[config.mk]
export PLATFORM = sky130hd
export DESIGN_NAME = axis_protocol_monitor
export DESIGN_NICKNAME = d
export VERILOG_FILES = /design/src/rtl/axis_pkg.sv /design/src/rtl/sat_counter.sv /design/src/rtl/axis_protocol_monitor.sv
export SDC_FILE = /design/constraint.sdc
export NUM_CORES = 1
export LEC_CHECK = 0
export CAP_MARGIN = 20
export CORE_MARGIN = 4
export CORE_UTILIZATION = 57
export DETAILED_ROUTE_END_ITERATION = 8
export HOLD_SLACK_MARGIN = 0.05
export PLACE_DENSITY_LB_ADDON = 0.12
export REMOVE_ABC_BUFFERS = 1
export SLEW_MARGIN = 5
export SYNTH_ARGS = -nofsm -noshare
export SYNTH_HDL_FRONTEND = slang
export SYNTH_SLANG_ARGS = --single-unit
[constraint.sdc]
create_clock -name clk -period 6.35 [get_ports clk]
set_clock_uncertainty 0.05 [all_clocks]
set_input_delay 0.9525 -clock clk [delete_from_list [all_inputs] [get_ports clk]]
set_output_delay 0.9525 -clock clk [all_outputs]
set_load 0.005 [all_outputs]
[src/rtl/axis_pkg.sv]
//------------------------------------------------------------------------------
// axis_pkg : shared AXI-Stream error bit indices and monitor FSM state type.
// Revision : 1.0
//------------------------------------------------------------------------------
`default_nettype none

package axis_pkg;

   localparam int c_err_w             = 6;
   localparam int c_err_valid_drop    = 0;
   localparam int c_err_data_chg      = 1;
   localparam int c_err_last_chg      = 2;
   localparam int c_err_stall_timeout = 3;
   localparam int c_err_pkt_overlen   = 4;
   localparam int c_err_last_no_valid = 5;

   typedef enum logic [0:0] {
      ST_IDLE   = 1'b0,
      ST_IN_PKT = 1'b1
   } axis_state_e;

endpackage

`default_nettype wire

[src/rtl/sat_counter.sv]
//------------------------------------------------------------------------------
// sat_counter : up-counter that sticks at all-ones, with synchronous clear.
// Revision    : 1.0
//------------------------------------------------------------------------------
`default_nettype none

module sat_counter #(
   parameter int WIDTH = 32
) (
   input  logic             clk,
   input  logic             rst,
   input  logic             i_clr,
   input  logic             i_inc,
   output logic [WIDTH-1:0] o_cnt
);

   logic [WIDTH-1:0] r_cnt;

   always_ff @(posedge clk) begin
      if (rst || i_clr) begin
         r_cnt <= '0;
      end else if (i_inc && (r_cnt != {WIDTH{1'b1}})) begin
         r_cnt <= r_cnt + 1'b1;
      end
   end

   assign o_cnt = r_cnt;

endmodule

`default_nettype wire

[src/rtl/axis_protocol_monitor.sv]
//------------------------------------------------------------------------------
// axis_protocol_monitor : passive AXI-Stream checker with sticky error flags,
//                         beat/packet statistics and backpressure tracking.
// Revision              : 1.0
//------------------------------------------------------------------------------
`default_nettype none

module axis_protocol_monitor
   import axis_pkg::*;
#(
   parameter int DATA_W        = 64,
   parameter int STALL_LIMIT   = 100,
   parameter int MAX_PKT_BEATS = 256,
   parameter int CNT_W         = 32,
   parameter bit STRICT_LAST   = 1'b0
) (
   input  logic               clk,
   input  logic               rst,
   input  logic [DATA_W-1:0]  tdata,
   input  logic               tvalid,
   input  logic               tready,
   input  logic               tlast,
   input  logic               clr,
   output logic [5:0]         err_flags,
   output logic               err_pulse,
   output logic [CNT_W-1:0]   beat_cnt,
   output logic [CNT_W-1:0]   pkt_cnt,
   output logic [15:0]        stall_max,
   output logic               in_pkt
);

   // One spare code above MAX_PKT_BEATS so the in-packet count saturates past the limit.
   localparam int c_pkt_w = $clog2(MAX_PKT_BEATS + 2);

   logic                 w_hs;
   logic                 w_stall;
   logic                 r_pend;
   logic [DATA_W-1:0]    r_cap_data;
   logic                 r_cap_last;
   logic [15:0]          w_stall_cnt;
   logic [15:0]          w_stall_nxt;
   logic [15:0]          r_stall_max;
   logic [c_pkt_w-1:0]   r_pkt_beats;
   logic                 w_last_no_valid;
   logic [c_err_w-1:0]   w_new;
   logic [c_err_w-1:0]   r_flags;
   logic                 r_pulse;
   axis_state_e          r_state;
   axis_state_e          w_state_nxt;

   assign w_hs    = tvalid && tready;
   assign w_stall = tvalid && !tready;

   // Pending holds the last stalled beat; any non-stall edge releases it.
   always_ff @(posedge clk) begin
      if (rst) begin
         r_pend     <= 1'b0;
         r_cap_data <= '0;
         r_cap_last <= 1'b0;
      end else if (w_stall) begin
         r_pend     <= 1'b1;
         r_cap_data <= tdata;
         r_cap_last <= tlast;
      end else begin
         r_pend     <= 1'b0;
      end
   end

   sat_counter #(.WIDTH(16)) u_stall_cnt (
      .clk   (clk),
      .rst   (rst),
      .i_clr (!w_stall),
      .i_inc (w_stall),
      .o_cnt (w_stall_cnt)
   );

   assign w_stall_nxt = (w_stall_cnt == 16'hFFFF) ? w_stall_cnt : w_stall_cnt + 16'd1;

   always_ff @(posedge clk) begin
      if (rst || clr) begin
         r_stall_max <= '0;
      end else if (w_stall && (w_stall_nxt > r_stall_max)) begin
         r_stall_max <= w_stall_nxt;
      end
   end

   always_ff @(posedge clk) begin
      if (rst) begin
         r_pkt_beats <= '0;
      end else if (w_hs) begin
         if (tlast) begin
            r_pkt_beats <= '0;
         end else if (32'(r_pkt_beats) <= MAX_PKT_BEATS) begin
            r_pkt_beats <= r_pkt_beats + 1'b1;
         end
      end
   end

   always_ff @(posedge clk) begin
      if (rst) begin
         r_state <= ST_IDLE;
      end else begin
         r_state <= w_state_nxt;
      end
   end

   always_comb begin
      w_state_nxt = r_state;
      case (r_state)
         ST_IDLE:   if (w_hs && !tlast) w_state_nxt = ST_IN_PKT;
         ST_IN_PKT: if (w_hs && tlast)  w_state_nxt = ST_IDLE;
         default:   w_state_nxt = ST_IDLE;
      endcase
   end

   always_comb begin
      in_pkt = (r_state == ST_IN_PKT);
   end

   generate
      if (STRICT_LAST) begin : g_strict_last
         assign w_last_no_valid = tlast && !tvalid;
      end else begin : g_lax_last
         assign w_last_no_valid = 1'b0;
      end
   endgenerate

   // Data/last stability is only meaningful while the source still asserts valid.
   always_comb begin
      w_new                      = '0;
      w_new[c_err_valid_drop]    = r_pend && !tvalid;
      w_new[c_err_data_chg]      = r_pend && tvalid && (tdata != r_cap_data);
      w_new[c_err_last_chg]      = r_pend && tvalid && (tlast != r_cap_last);
      w_new[c_err_stall_timeout] = w_stall && (32'(w_stall_nxt) == STALL_LIMIT);
      w_new[c_err_pkt_overlen]   = w_hs && (32'(r_pkt_beats) >= MAX_PKT_BEATS);
      w_new[c_err_last_no_valid] = w_last_no_valid;
   end

   always_ff @(posedge clk) begin
      if (rst || clr) begin
         r_flags <= '0;
         r_pulse <= 1'b0;
      end else begin
         r_flags <= r_flags | w_new;
         r_pulse <= |(w_new & ~r_flags);
      end
   end

   sat_counter #(.WIDTH(CNT_W)) u_beat_cnt (
      .clk   (clk),
      .rst   (rst),
      .i_clr (clr),
      .i_inc (w_hs),
      .o_cnt (beat_cnt)
   );

   sat_counter #(.WIDTH(CNT_W)) u_pkt_cnt (
      .clk   (clk),
      .rst   (rst),
      .i_clr (clr),
      .i_inc (w_hs && tlast),
      .o_cnt (pkt_cnt)
   );

   assign err_flags = r_flags;
   assign err_pulse = r_pulse;
   assign stall_max = r_stall_max;

endmodule

`default_nettype wire

==> out/results.txt, run 1 <==
Outcome - complete, no violations
# rows - 44
Core area - 14500 um2
CTS buffer count - 17
Crit-path max FO - 15
Post-synth EDFFs - 0
Die Y-Extent - 129 um
Worst path max stage delay - 0.60 ns
Post-synth top cells - 178 x dfxtp_1, 164 x nand2_1, 120 x nor2_1, 96 x a21oi_1, 89 x xnor2_1
Worst Path Required - 6.57 ns
Routing usage on met2 - 39.2%
Drt via density - 5.37
Max Cap Viol - 0
Yosys top cell by area - dfxtp_1
Top post-synthesis cells by area - dfxtp_1 43%, xnor2_1 9.3%, nand2_1 7.4%
Largest net degree at the start of global routing - 72
Post-cts sizing count - 0
RSZ-0062 raised after global routing - no
Worst hold path type - register to register
Port Buffers - 156
Worst-skew pair later-pin latency - 0.42 ns
Clk slew on worst S/H paths - 0.06 ns
# DRC - 0
Crit start category - register
Setup ws final - 2.15 ns
Util after Layout - 73.6%
Antenna fix cells - 0
Synth Register Bits - 178
Minimum clock period - 4.20 ns
Lkg Pwr - 3.74 nW
Worst r2r src - u_stall_cnt.o_cnt[1]
Pre-CTS WS - 2.19 ns
CP arrival - 4.42 ns
Worst Hold Endpoint - r_cap_last
Flop2flop setup slack - 2.15 ns
Routability cong. - 0.860
Post-synthesis sequential area ratio - 42.6%
GR Util met3 - 5.77%
Synthesized area - 8360 um2
Hold-fix buffers, CTS - 0
Htree depth - 4
GRT Residual Overflow - 0
Initial antenna violation count - 0
Synth cell types - 49
Count leader, synth - dfxtp_1
Met1 Track Usage GR - 31.8%
Total track usage - 24.0%
Clock tree buffer depth - 2
Layout Cells excl Fill - 1360
Hold depth - 2
Post-detail-place hpwl - 13.7 mm
Yosys top cell area share - 42.6%
WL final - 19.8 mm
Final setup vio count - 0
Worst r2r path cells - 14
# Post-CTS Setup Buffers - 0
Final #Nets - 1254
Pre-Repair DR Iteration Count - 5
Layer with the highest usage - met2
Power Density - 230 nW/um2
Max-slew violation count - 0
DRT antenna net count - 0
Detailed Route Iter0 Violations - 367
Critical path class - register to register
Vias - 7304
Dpl cells - 1328
Number of global-route vias before repair - 7044
CTS Sinks - 178
P&R area growth vs syn - 27.4%
Clk root buf - clkbuf_16
Slew HR - 44.7%
I/O pin total - 158
Fmax - 238 MHz
Yosys Warn Count - 0
Share of flip-flops with an asynchronous set or reset - 0%
Hold_sp - r_cap_last
Synthesized netlist cell count - 1025
Worst setup EP type - register
First-pass GRT wire length - 33.0 mm
Starting density of the core - 57.8%
Die ar. - 16700 um2
Fin Setup TNS - 0 ns
FF-to-FF End - stall_max[13]
Slowest stage cell, crit path - or4_4
Die X - 129 um
Final Hold Viols - 0
Ys flop type - dfxtp_1
Highest ir drop seen on vdd - 0.000181 V
CTS tree - done
Tcrit/Tclk final - 66.2%
CP Cell Sequence - ha_1 > nand3_2 > or4_4 > nand3_1 > xor2_1 > inv_1 > ha_1 > a21o_1 > a21o_1 > a211o_1 > o211ai_1 > nand4_1 > a21oi_1 > a211oi_1
Share of cells above drive strength 1 - 4.68%
Syn Area/Cell - 8.16 um2
Post-DR wirelength/cell - 14.6 um
Slew of the pin with the lowest slew margin - 0.826 ns
cell usage in the layout (no fill, tap or decap), drive strengths merged, types with 6 or more instances in the layout:
cell type	synthesis	final
ha	21	21
o21ai	17	17
a211oi	11	11
nand4	51	51
nand2b	6	6
and3	12	12
xor2	45	45
nor3	16	16
and4	11	11
xnor2	89	89
a21oi	96	96
nand2	164	164
nor4	11	11
buf	10	7
inv	44	44
clkbuf	33	23
nor2	120	120
dfxtp	178	178
clkdlybuf4s50	0	155
or3	6	6
and2	7	7
nand3	38	38
worst max path at each step:
stage	slack, ns	start	depth (start not counted)	to
2_1_floorplan	1.51	tready	4	stall_max[11]
3_3_place_gp	2.28	u_stall_cnt.o_cnt[1]	14	stall_max[13]
3_5_place_dp	2.19	u_stall_cnt.o_cnt[1]	14	stall_max[13]
4_1_cts	2.17	u_stall_cnt.o_cnt[1]	14	stall_max[5]
5_1_grt	1.85	u_stall_cnt.o_cnt[0]	14	stall_max[3]
6_report	2.15	u_stall_cnt.o_cnt[1]	14	stall_max[13]
logic make-up (layout without fill, tap and decap cells):
logic type	after synthesis	count (layout)	share of synthesized area [%]
compound gates	144	144	9.60
buf+inv	87	238	4.04
flops	178	178	42.6
mux	5	5	0.748
other cells	1	1	0.0448
xor+xnor	134	134	14.0
simple gates	455	455	25.8
fa+ha+maj	21	21	3.14
flip-flops by register name, indices dropped and copies added, names as in the netlist, named ones only:
register	flops
r_cap_data	64
r_pend	1
u_beat_cnt.o_cnt	32
err_pulse	1
err_flags	5
stall_max	16
u_stall_cnt.o_cnt	16
r_cap_last	1
r_pkt_beats	9
u_pkt_cnt.o_cnt	32
worst max-delay path: cells and delay by family, from the launching register on:
kind	cells	cell delay, ns
AOI/OAI and AO/OA	6	1.15
adders and majority gates	2	0.52
buffers and inverters	1	0.09
DFF	1	0.43
xor gates and xnor gates	1	0.33
and+or+nand+nor	4	1.48
area by class of cell:
| type | count | area (um2) |
|---|---|---|
| clock buffer | 23 | 498 |
| sequential | 178 | 3560 |
| inverter | 44 | 165 |
| multi-input combinational | 760 | 4470 |
| fill | 1154 | 3820 |
| timing repair buffer | 162 | 1600 |
| tap | 184 | 230 |
| clock inverter | 9 | 126 |
power by group:
| part | internal (W) | leakage, nW | switching [W] |
|---|---|---|---|
| clock | 0.000670 | 0.309 | 0.000418 |
| sequential | 0.00114 | 1.44 | 0.0000165 |
| combinational | 0.0000997 | 1.99 | 0.000107 |
stage by stage:
step	power [W]	hold WS (ns)	cell area, um2
3_3_place_gp	0.00139	0.401	10000
3_5_place_dp	0.00139	0.409	10000
2_1_floorplan	0.00129	0.392	8190
4_1_cts	0.00247	0.418	10700
6_report	0.00245	0.415	10700
5_1_grt	0.00255	0.432	10700
per-layer routing:
metal	routed length, um	part of all wire (%)	up-vias
met5	0	0	-
met4	278	1.4	0
met3	994	5.0	26
met2	9400	47	186
met1	9180	46	3371
li1	-	-	3721
Power figures use the tool's default switching activity.
==> run 2, diff against run 1 <==
Settings changed: CORE_UTILIZATION 57 to 52.
Clock period 6.35 ns to 4.2 ns, I/O delays scaled along.
==> run 2 against run 1 <==
Power grew 46%. Via count is the same. Clock power grew 39%. First-iteration DRC count grew 6.3%. Die area grew 9.0%. Sequential share of layout area shrank 0.086 points. Largest cell class unchanged.
==> out/results.txt, run 2 (synthesized netlist as in run 1, its figures left out) <==
Final Instance Area - 10700 um2
Die Y-Extent - 135 um
Final #Nets - 1261
Initial antenna violation count - 0
Highest ir drop seen on vdd - 0.000292 V
Part of the power in registers - 48.9%
Slew of the pin with the lowest slew margin - 0.916 ns
Layout Cells excl Fill - 1397
WL final - 20.0 mm
Final Hold Viols - 0
Crit start category - register
Vias - 7304
Fill cells - 1347
CTS tree - done
# rows - 46
Fin Setup TNS - 0 ns
Commonest cells after routing, fill and taps aside - 178 x dfxtp_1, 164 x nand2_1, 155 x clkdlybuf4s50_1
Pre-CTS WS - 0.234 ns
Drt via density - 5.23
Clock tree buffer depth - 2
Detailed Route Iter0 Violations - 390
Power Density - 335 nW/um2
Largest Register - r_cap_data
Share of power burned in combinational logic - 8.9%
# DRC - 0
CTS buffer count - 17
Number of global-route vias before repair - 7047
Psw - 0.000815 W
Die X - 135 um
Share of cells above drive strength 1 - 4.74%
Worst-skew pair later-pin latency - 0.42 ns
Number of flip-flops in the largest register - 64
Routability cong. - 0.915
GRT Residual Overflow - 0
Worst r2r src - u_stall_cnt.o_cnt[0]
Largest net degree at the start of global routing - 71
Most common cell after layout, fill and taps aside - dfxtp_1
CP Launch Point - u_stall_cnt.o_cnt[0]
Post-detail-place hpwl - 14.1 mm
Starting density of the core - 52.8%
Port Buffers - 156
Switching part of the total power - 22.8%
Worst hold path type - register to register
Crit-path max FO - 11
Placed Area - 10100 um2
Storage element area - 3560 um2
Worst Path Required - 4.49 ns
Minimum clock period - 3.80 ns
Area of the multi-input gates - 4480 um2
Fmax - 263 MHz
Int Pwr - 0.00276 W
Pre-Repair DR Iteration Count - 5
First-pass GRT wire length - 33.2 mm
Htree depth - 4
Clk root buf - clkbuf_16
Antenna fix cells - 0
Hold_sp - r_cap_data[60]
Clk slew on worst S/H paths - 0.06 ns
Slew HR - 38.9%
Setup ws final - 0.397 ns
Total track usage - 22.2%
I/O pin total - 158
Tcrit/Tclk final - 90.6%
DRT antenna net count - 0
Max-slew violation count - 0
Critical path class - register to register
Dpl cells - 1367
Core area - 15800 um2
Outcome - complete, no violations
Lkg Pwr - 3.73 nW
P&R area growth vs syn - 27.7%
CP arrival - 4.09 ns
WHS - 0.416 ns
RSZ-0062 raised after global routing - no
Die ar. - 18200 um2
Max Cap Viol - 0
Clock network power share - 42.2%
Post-DR wirelength/cell - 14.3 um
Worst setup EP type - register
CTS Sinks - 178
Final setup vio count - 0
==> run 2: changes by cell type in the layout (fill, tap and decap cells not counted) <==
cell / change
nor2_2: +1
o21ai_0: -1
clkbuf_1: +5
bufinv_16: -1
clkinv_4: -1
buf_12: +1
clkinv_2: -1
clkbuf_8: -4
nor2_1: -1
o21ai_1: +1
buf_4: +6
==> run 2: per-stage QoR <==
step                      power, W  utilization [%]
after CTS                  0.00361             67.5
after global placement     0.00210             64.1
final                      0.00358             67.5
after global routing       0.00370             67.5
after floorplan            0.00195                -
after detailed placement   0.00211             64.1
==> run 2: power groups by stage <==
stage | clock network (W) | logic, W | registers (W)
after floorplan | 0 | 0.000166 | 0.00178
after global routing | 0.00159 | 0.000354 | 0.00175
after global placement | 0 | 0.000317 | 0.00179
after detailed placement | 0 | 0.000319 | 0.00179
final | 0.00151 | 0.000320 | 0.00175
after CTS | 0.00154 | 0.000321 | 0.00175
==> run 2: worst paths after layout <==
kind | end | slack [ns] | cells past startpoint
worst min-delay path | r_cap_data[60] | 0.42 | 2
worst max-delay path | stall_max[3] | 0.40 | 14
worst max register to register | stall_max[3] | 0.40 | 14
worst min register to register | r_cap_data[60] | 0.42 | 2
==> run 2: worst max-delay path, stage by stage (launching register included) <==
cell and delay [ns]:
dfxtp_1 0.45, ha_1 0.24, nand3_2 0.20, or4_4 0.60, nand3_1 0.14, xor2_1 0.20
inv_1 0.06, ha_1 0.29, a21o_1 0.19, a21o_1 0.17, a211o_1 0.28, o211ai_1 0.10
and4_1 0.33, nor2_2 0.15, a211oi_1 0.27
==> run 2: repair_timing <==
| item | 4_1_cts | 5_1_grt |
|---|---|---|
| hold buffers | 0 | 0 |
| resized for setup | 0 | 2 |
| setup endpoints to repair | 0 | 11 |
| buffers inserted | 0 | 0 |
==> run 2: area by class of cell <==
class | instances | area share (%)
clock buffer | 24 | 4.32
clock inverter | 6 | 0.773
inverter | 44 | 1.55
multi-input combinational | 760 | 41.9
sequential | 178 | 33.3
tap | 216 | 2.53
timing repair buffer | 169 | 15.6
==> run 2: routing by layer <==
| layer | GRT usage (%) | wire (um) | up-vias |
|---|---|---|---|
| li1 | - | - | 3745 |
| met1 | 29.1 | 9140 | 3358 |
| met2 | 36.4 | 9290 | 180 |
| met3 | 5.33 | 1230 | 21 |
| met4 | 6.79 | 318 | 0 |
| met5 | 0 | 0 | - |
==> patch 1 (flow settings as in run 2) <==
The parameter `STALL_LIMIT` goes from 100 to 75.
--- a/src/rtl/axis_protocol_monitor.sv
+++ b/src/rtl/axis_protocol_monitor.sv
@@ -10,5 +10,5 @@
 #(
    parameter int DATA_W        = 64,
-   parameter int STALL_LIMIT   = 100,
+   parameter int STALL_LIMIT   = 75,
    parameter int MAX_PKT_BEATS = 256,
    parameter int CNT_W         = 32,
Function: no difference found for any inputs over 4 cycles, from zero or initial values and one cycle with rst high; that may be too few to reach the edited logic, so the function may still have changed.
==> patch 1 against run 2 <==
  * Worst setup slack improved by 39 ps
  * Power is 2.0% higher
  * Highest routed layer is now met5
  * Synthesized cell count is 2.7% higher
  * Design area is 1.6% higher
  * Critical path type unchanged
  * Die area up 1.9%
  * Sequential cell count unchanged
  * Routed wire length rose by 0.36%
  * Area after synthesis up 2.0%
  * Non-clock buffer count shrank 3
  * Fmax increased by 1.0%
==> patch 1: results (changes against run 2) <==
sequential-to-total area share from yosys stat = 0.418 (-0.00843)
CTS HTree Levels = 4 (unchanged)
share of flip-flops with an asynchronous set or reset = 0 (unchanged)
antenna violations before repair = 1 (+1)
Reg clk slew, reported paths = 60 ps (about the same)
vias in the first global route = 6,807 (-3.4%)
largest net degree at the start of global routing = 71 (unchanged)
Slew Limit Headroom = 0.392 (+0.00271)
# diodes = 0 (unchanged)
Max stage delay on crit path = 450 ps (-150 ps)
top post-synthesis cells by area = dfxtp_1 42%, xnor2_1 7.5%, nand2_1 7.4%
Clock Root Buffer = clkbuf_16
initial DRC count = 341 (-13%)
clk_lat worst skew = 430 ps
TritonCTS Buffers = 17 (unchanged)
placed instance area = 10,300 um2 (+1.2%)
min-delay worst type = flip-flop to flip-flop
dpl hpwl = 14.2 mm (+0.40%)
Slowest-stage cell, CP = nor4_4
Buffers on Ports = 156 (unchanged)
max FFs per register = 64 (unchanged)
switching power = 0.878 mW (+7.7%)
worst-path fanout max = 32 (+21)
Largest Register = r_cap_data
GRT Total Usage = 0.215 (-0.00692)
Setup Buffers After CTS = 0 (unchanged)
status = finished, final reports clean
Nets = 1,278 (+1.3%)
wire per inst = 14.2 um (-0.99%)
global-route wire length before repair = 32.4 mm (-2.5%)
number of library cell types mapped by synthesis = 53 (+8.2%)
layout cell share with drive strength beyond 1 = 0.0492 (+0.00175)
Synth top cells by count = 178 x dfxtp_1, 169 x nand2_1, 120 x nor2_1, 86 x a21oi_1, 73 x xnor2_1
GP Congestion = 0.873 (-4.6%)
Warnings, synthesis = 0 (unchanged)
pre-CTS setup slack = 467 ps (+233 ps)
leakage power = 3.93 nW (+5.2%)
TritonRoute pass-1 iters = 5 (unchanged)
drt via density = 5.24 (+0.20%)
maximum VDD drop = 270 uV (-7.7%)
Max clock buf depth = 2 (unchanged)
# resized after CTS = 0 (unchanged)
[patch 1: worst max-delay path: cells and delay by family (launching register included)]
family	cells	cell delay, ps
buf+inv	2	430
simple gates	5	1130
fa+ha+maj	2	590
compound gates	4	590
mux	1	360
flops	1	440
[patch 1: path summary, 6_finish.rpt]
path,depth (start not counted),start,slack (ps),endpoint
worst min register to register,2,r_cap_last,420,r_cap_last
worst max register to register,14,u_stall_cnt.o_cnt[0],440,stall_max[7]
worst max-delay path,14,u_stall_cnt.o_cnt[0],440,stall_max[7]
worst min-delay path,2,r_cap_last,420,r_cap_last
[patch 1: logic make-up (layout without fill, tap and decap cells)]
logic type	Yosys count	count (layout)	share of synthesized area
other cells	1	1	0.000439
buf+inv	101	248	0.0462
simple gates	474	474	0.269
xor+xnor	135	135	0.139
fa+ha+maj	21	21	0.0308
compound gates	139	139	0.0922
flops	178	178	0.418
mux	4	4	0.00469
[patch 1: per-layer routing]
layer	wire, um	global-route usage	vias up
met5	11	0	-
met3	1230	0.0699	23
met2	9660	0.356	153
met4	272	0.0633	2
met1	8890	0.268	3415
li1	-	-	3825
[patch 1: final cells by class]
cell class              instances  area, um2
clock buffers                  19        443
clock inverters                13        151
fillers                      1414       5150
inverters                      50        188
multi-input cells             774       4610
flip-flops and latches        178       3560
well taps                     216        270
repair buffers                166       1630
[patch 1: power by group through the flow]
stage / logic [mW] / clock network (mW) / registers [mW]
after floorplan: 0.157 / 0 / 1.78
after global placement: 0.308 / 0 / 1.78
after detailed placement: 0.313 / 0 / 1.78
after CTS: 0.314 / 1.63 / 1.75
after global routing: 0.346 / 1.69 / 1.75
final: 0.311 / 1.59 / 1.75
[patch 1: metrics by stage]
| stage | std cells | hold WS, ps | util |
|---|---|---|---|
| after floorplan | 1002 | 392 | - |
| after detailed placement | 1384 | 409 | 0.641 |
| after global placement | 1384 | 401 | 0.641 |
| after CTS | 1416 | 418 | 0.678 |
| after global routing | 1416 | 436 | 0.678 |
| final | 1416 | 415 | 0.678 |
==> patch 2 (config.mk and constraints of run 2) <==
Without the edit above. Put a register stage on the output `beat_cnt`, cleared by the reset. The value now appears one clock later. The other outputs are not delayed to match.
--- a/src/rtl/axis_protocol_monitor.sv
+++ b/src/rtl/axis_protocol_monitor.sv
@@ -32,4 +32,6 @@
    // One spare code above MAX_PKT_BEATS so the in-packet count saturates past the limit.
    localparam int c_pkt_w = $clog2(MAX_PKT_BEATS + 2);
+
+   logic [CNT_W-1:0] beat_cnt_d;
 
    logic                 w_hs;
@@ -152,5 +154,5 @@
       .i_clr (clr),
       .i_inc (w_hs),
-      .o_cnt (beat_cnt)
+      .o_cnt (beat_cnt_d)
    );
 
@@ -167,4 +169,12 @@
    assign stall_max = r_stall_max;
 
+   always_ff @(posedge clk) begin
+      if (rst) begin
+         beat_cnt <= '0;
+      end else begin
+         beat_cnt <= beat_cnt_d;
+      end
+   end
+
 endmodule
 
Formal check against the unedited RTL: not equivalent (Yosys sat finds a counterexample within 4 cycles, from zero or initial values and one cycle with rst high).
==> patch 2 against run 2 <==
  * Global-route usage fell by 1.0 points
  * Clock power rose by 28%
  * Routed wire length rose by 10%
  * Design area rose by 10%
  * Critical path depth rose by 1
  * Sequential share of layout area rose by 2.3 points
  * Sequential cell count rose by 32
  * Worst setup slack got worse by 43 ps
  * Area after synthesis rose by 12%
  * Die area rose by 11%
  * Power rose by 21%
  * Critical endpoint is now stall_max[6]
  * Highest routed layer unchanged
==> patch 2: results (changes against run 2) <==
Warnings, synthesis = 0 (unchanged)
worst-path fanout max = 24 (+13)
TritonCTS Buffers = 23 (+6)
GRT Total Usage = 0.212 (-0.0104)
clk_lat worst skew = 500 ps (+80 ps)
drt via density = 5.25 (+0.51%)
initial DRC count = 478 (+23%)
switching power = 0.989 mW (+21%)
CTS HTree Levels = 1 (-3)
GP Congestion = 0.881 (-3.8%)
Arr. time, crit path = 4170 ps (+80 ps)
leakage power = 4.27 nW (+15%)
number of library cell types mapped by synthesis = 48 (-2.0%)
vias in the first global route = 7,596 (+7.8%)
register area = 4200 um2 (+18%)
Max clock buf depth = 3 (+1)
# diodes = 0 (unchanged)
Synth top cells by count = 210 x dfxtp_1, 171 x nand2_1, 119 x nor2_1, 86 x a21oi_1, 70 x xnor2_1
TritonRoute pass-1 iters = 6 (+1)
clock sink count = 210 (+18%)
DP Cell Count = 1,458 (+6.7%)
maximum VDD drop = 317 uV (+8.5%)
placed instance area = 11,100 um2 (+9.4%)
layout cell share with drive strength beyond 1 = 0.0480 (+0.000614)
status = finished, final reports clean
Filler Cell Count = 1,445 (+7.3%)
largest net degree at the start of global routing = 69 (-2.8%)
dpl hpwl = 15.0 mm (+6.3%)
Nets = 1,349 (+7.0%)
worst slew pin tran = 745 ps (-172 ps)
Vias = 7,856 (+7.6%)
wire per inst = 14.7 um (+3.0%)
## patch 2: cell count changes after synthesis, moves of 11 or more
cell      change
a211oi_1     -11
clkbuf_1     +15
dfxtp_1      +32
nor2b_1      +27
nor3_1       +17
nor4_1       +16
xnor2_1      -19
xor2_1       +20
## patch 2: final cells by class
cell class | instances | area share
Clock buffer | 28 | 0.0521
Clock inverter | 9 | 0.00848
Inverter | 45 | 0.0143
Multi-Input combinational cell | 811 | 0.406
Sequential cell | 210 | 0.356
Tap cell | 225 | 0.0239
Timing Repair Buffer | 167 | 0.139
## patch 2: path summary, 6_finish.rpt
path              depth (start not counted)              to                 start  slack, ps
setup / recovery                         15    stall_max[6]  u_stall_cnt.o_cnt[1]        350
hold / removal                            2  r_cap_data[57]        r_cap_data[57]        410
setup reg to reg                         15    stall_max[6]  u_stall_cnt.o_cnt[1]        350
hold reg to reg                           2  r_cap_data[57]        r_cap_data[57]        410
## patch 2: kinds of logic (layout without fill, tap and decap cells)
family,count (synthesis),count (layout),synth area share
other,1,1,0.000402
DFF,210,210,0.450
and+or+nand+nor,515,515,0.269
adders and majority gates,21,21,0.0281
AOI/OAI and AO/OA,136,136,0.0809
buffers and inverters,96,249,0.0398
muxes,3,3,0.00456
xor gates and xnor gates,135,135,0.127
## patch 2: critical path, cell delays in order (launching register included)
cell and delay [ps]:
dfxtp_1 430, ha_1 250, nand3_1 220, or4_4 630, nand3_1 140, xor2_1 230
inv_1 90, ha_1 290, a21oi_1 150, nor2b_1 60, o21ai_0 170, a21oi_1 130
nor4bb_4 320, buf_4 290, o21ai_0 120, nor3b_1 140
## patch 2: stage by stage
| stage | worst slack [ps] | hold WS [ps] |
|---|---|---|
| 5_1_grt | 4.71 | 431 |
| 2_1_floorplan | -930 | 392 |
| 6_report | 354 | 414 |
| 3_5_place_dp | 429 | 407 |
| 4_1_cts | 395 | 416 |
| 3_3_place_gp | 596 | 403 |
## patch 2: power by group through the flow
stage,combinational [mW],clock (mW),sequential [mW]
finish,0.361,1.93,2.05
global route,0.405,2.07,2.06
CTS,0.362,1.98,2.05
detailed placement,0.359,0,2.10
global placement,0.354,0,2.10
floorplan,0.182,0,2.10
## patch 2: routing by layer
| layer | part of all wire | track usage | vias up |
|---|---|---|---|
| li1 | - | - | 4027 |
| met1 | 0.45 | 0.282 | 3630 |
| met2 | 0.47 | 0.351 | 168 |
| met3 | 0.056 | 0.0433 | 31 |
| met4 | 0.022 | 0.0586 | 0 |
| met5 | 0 | 0 | - |
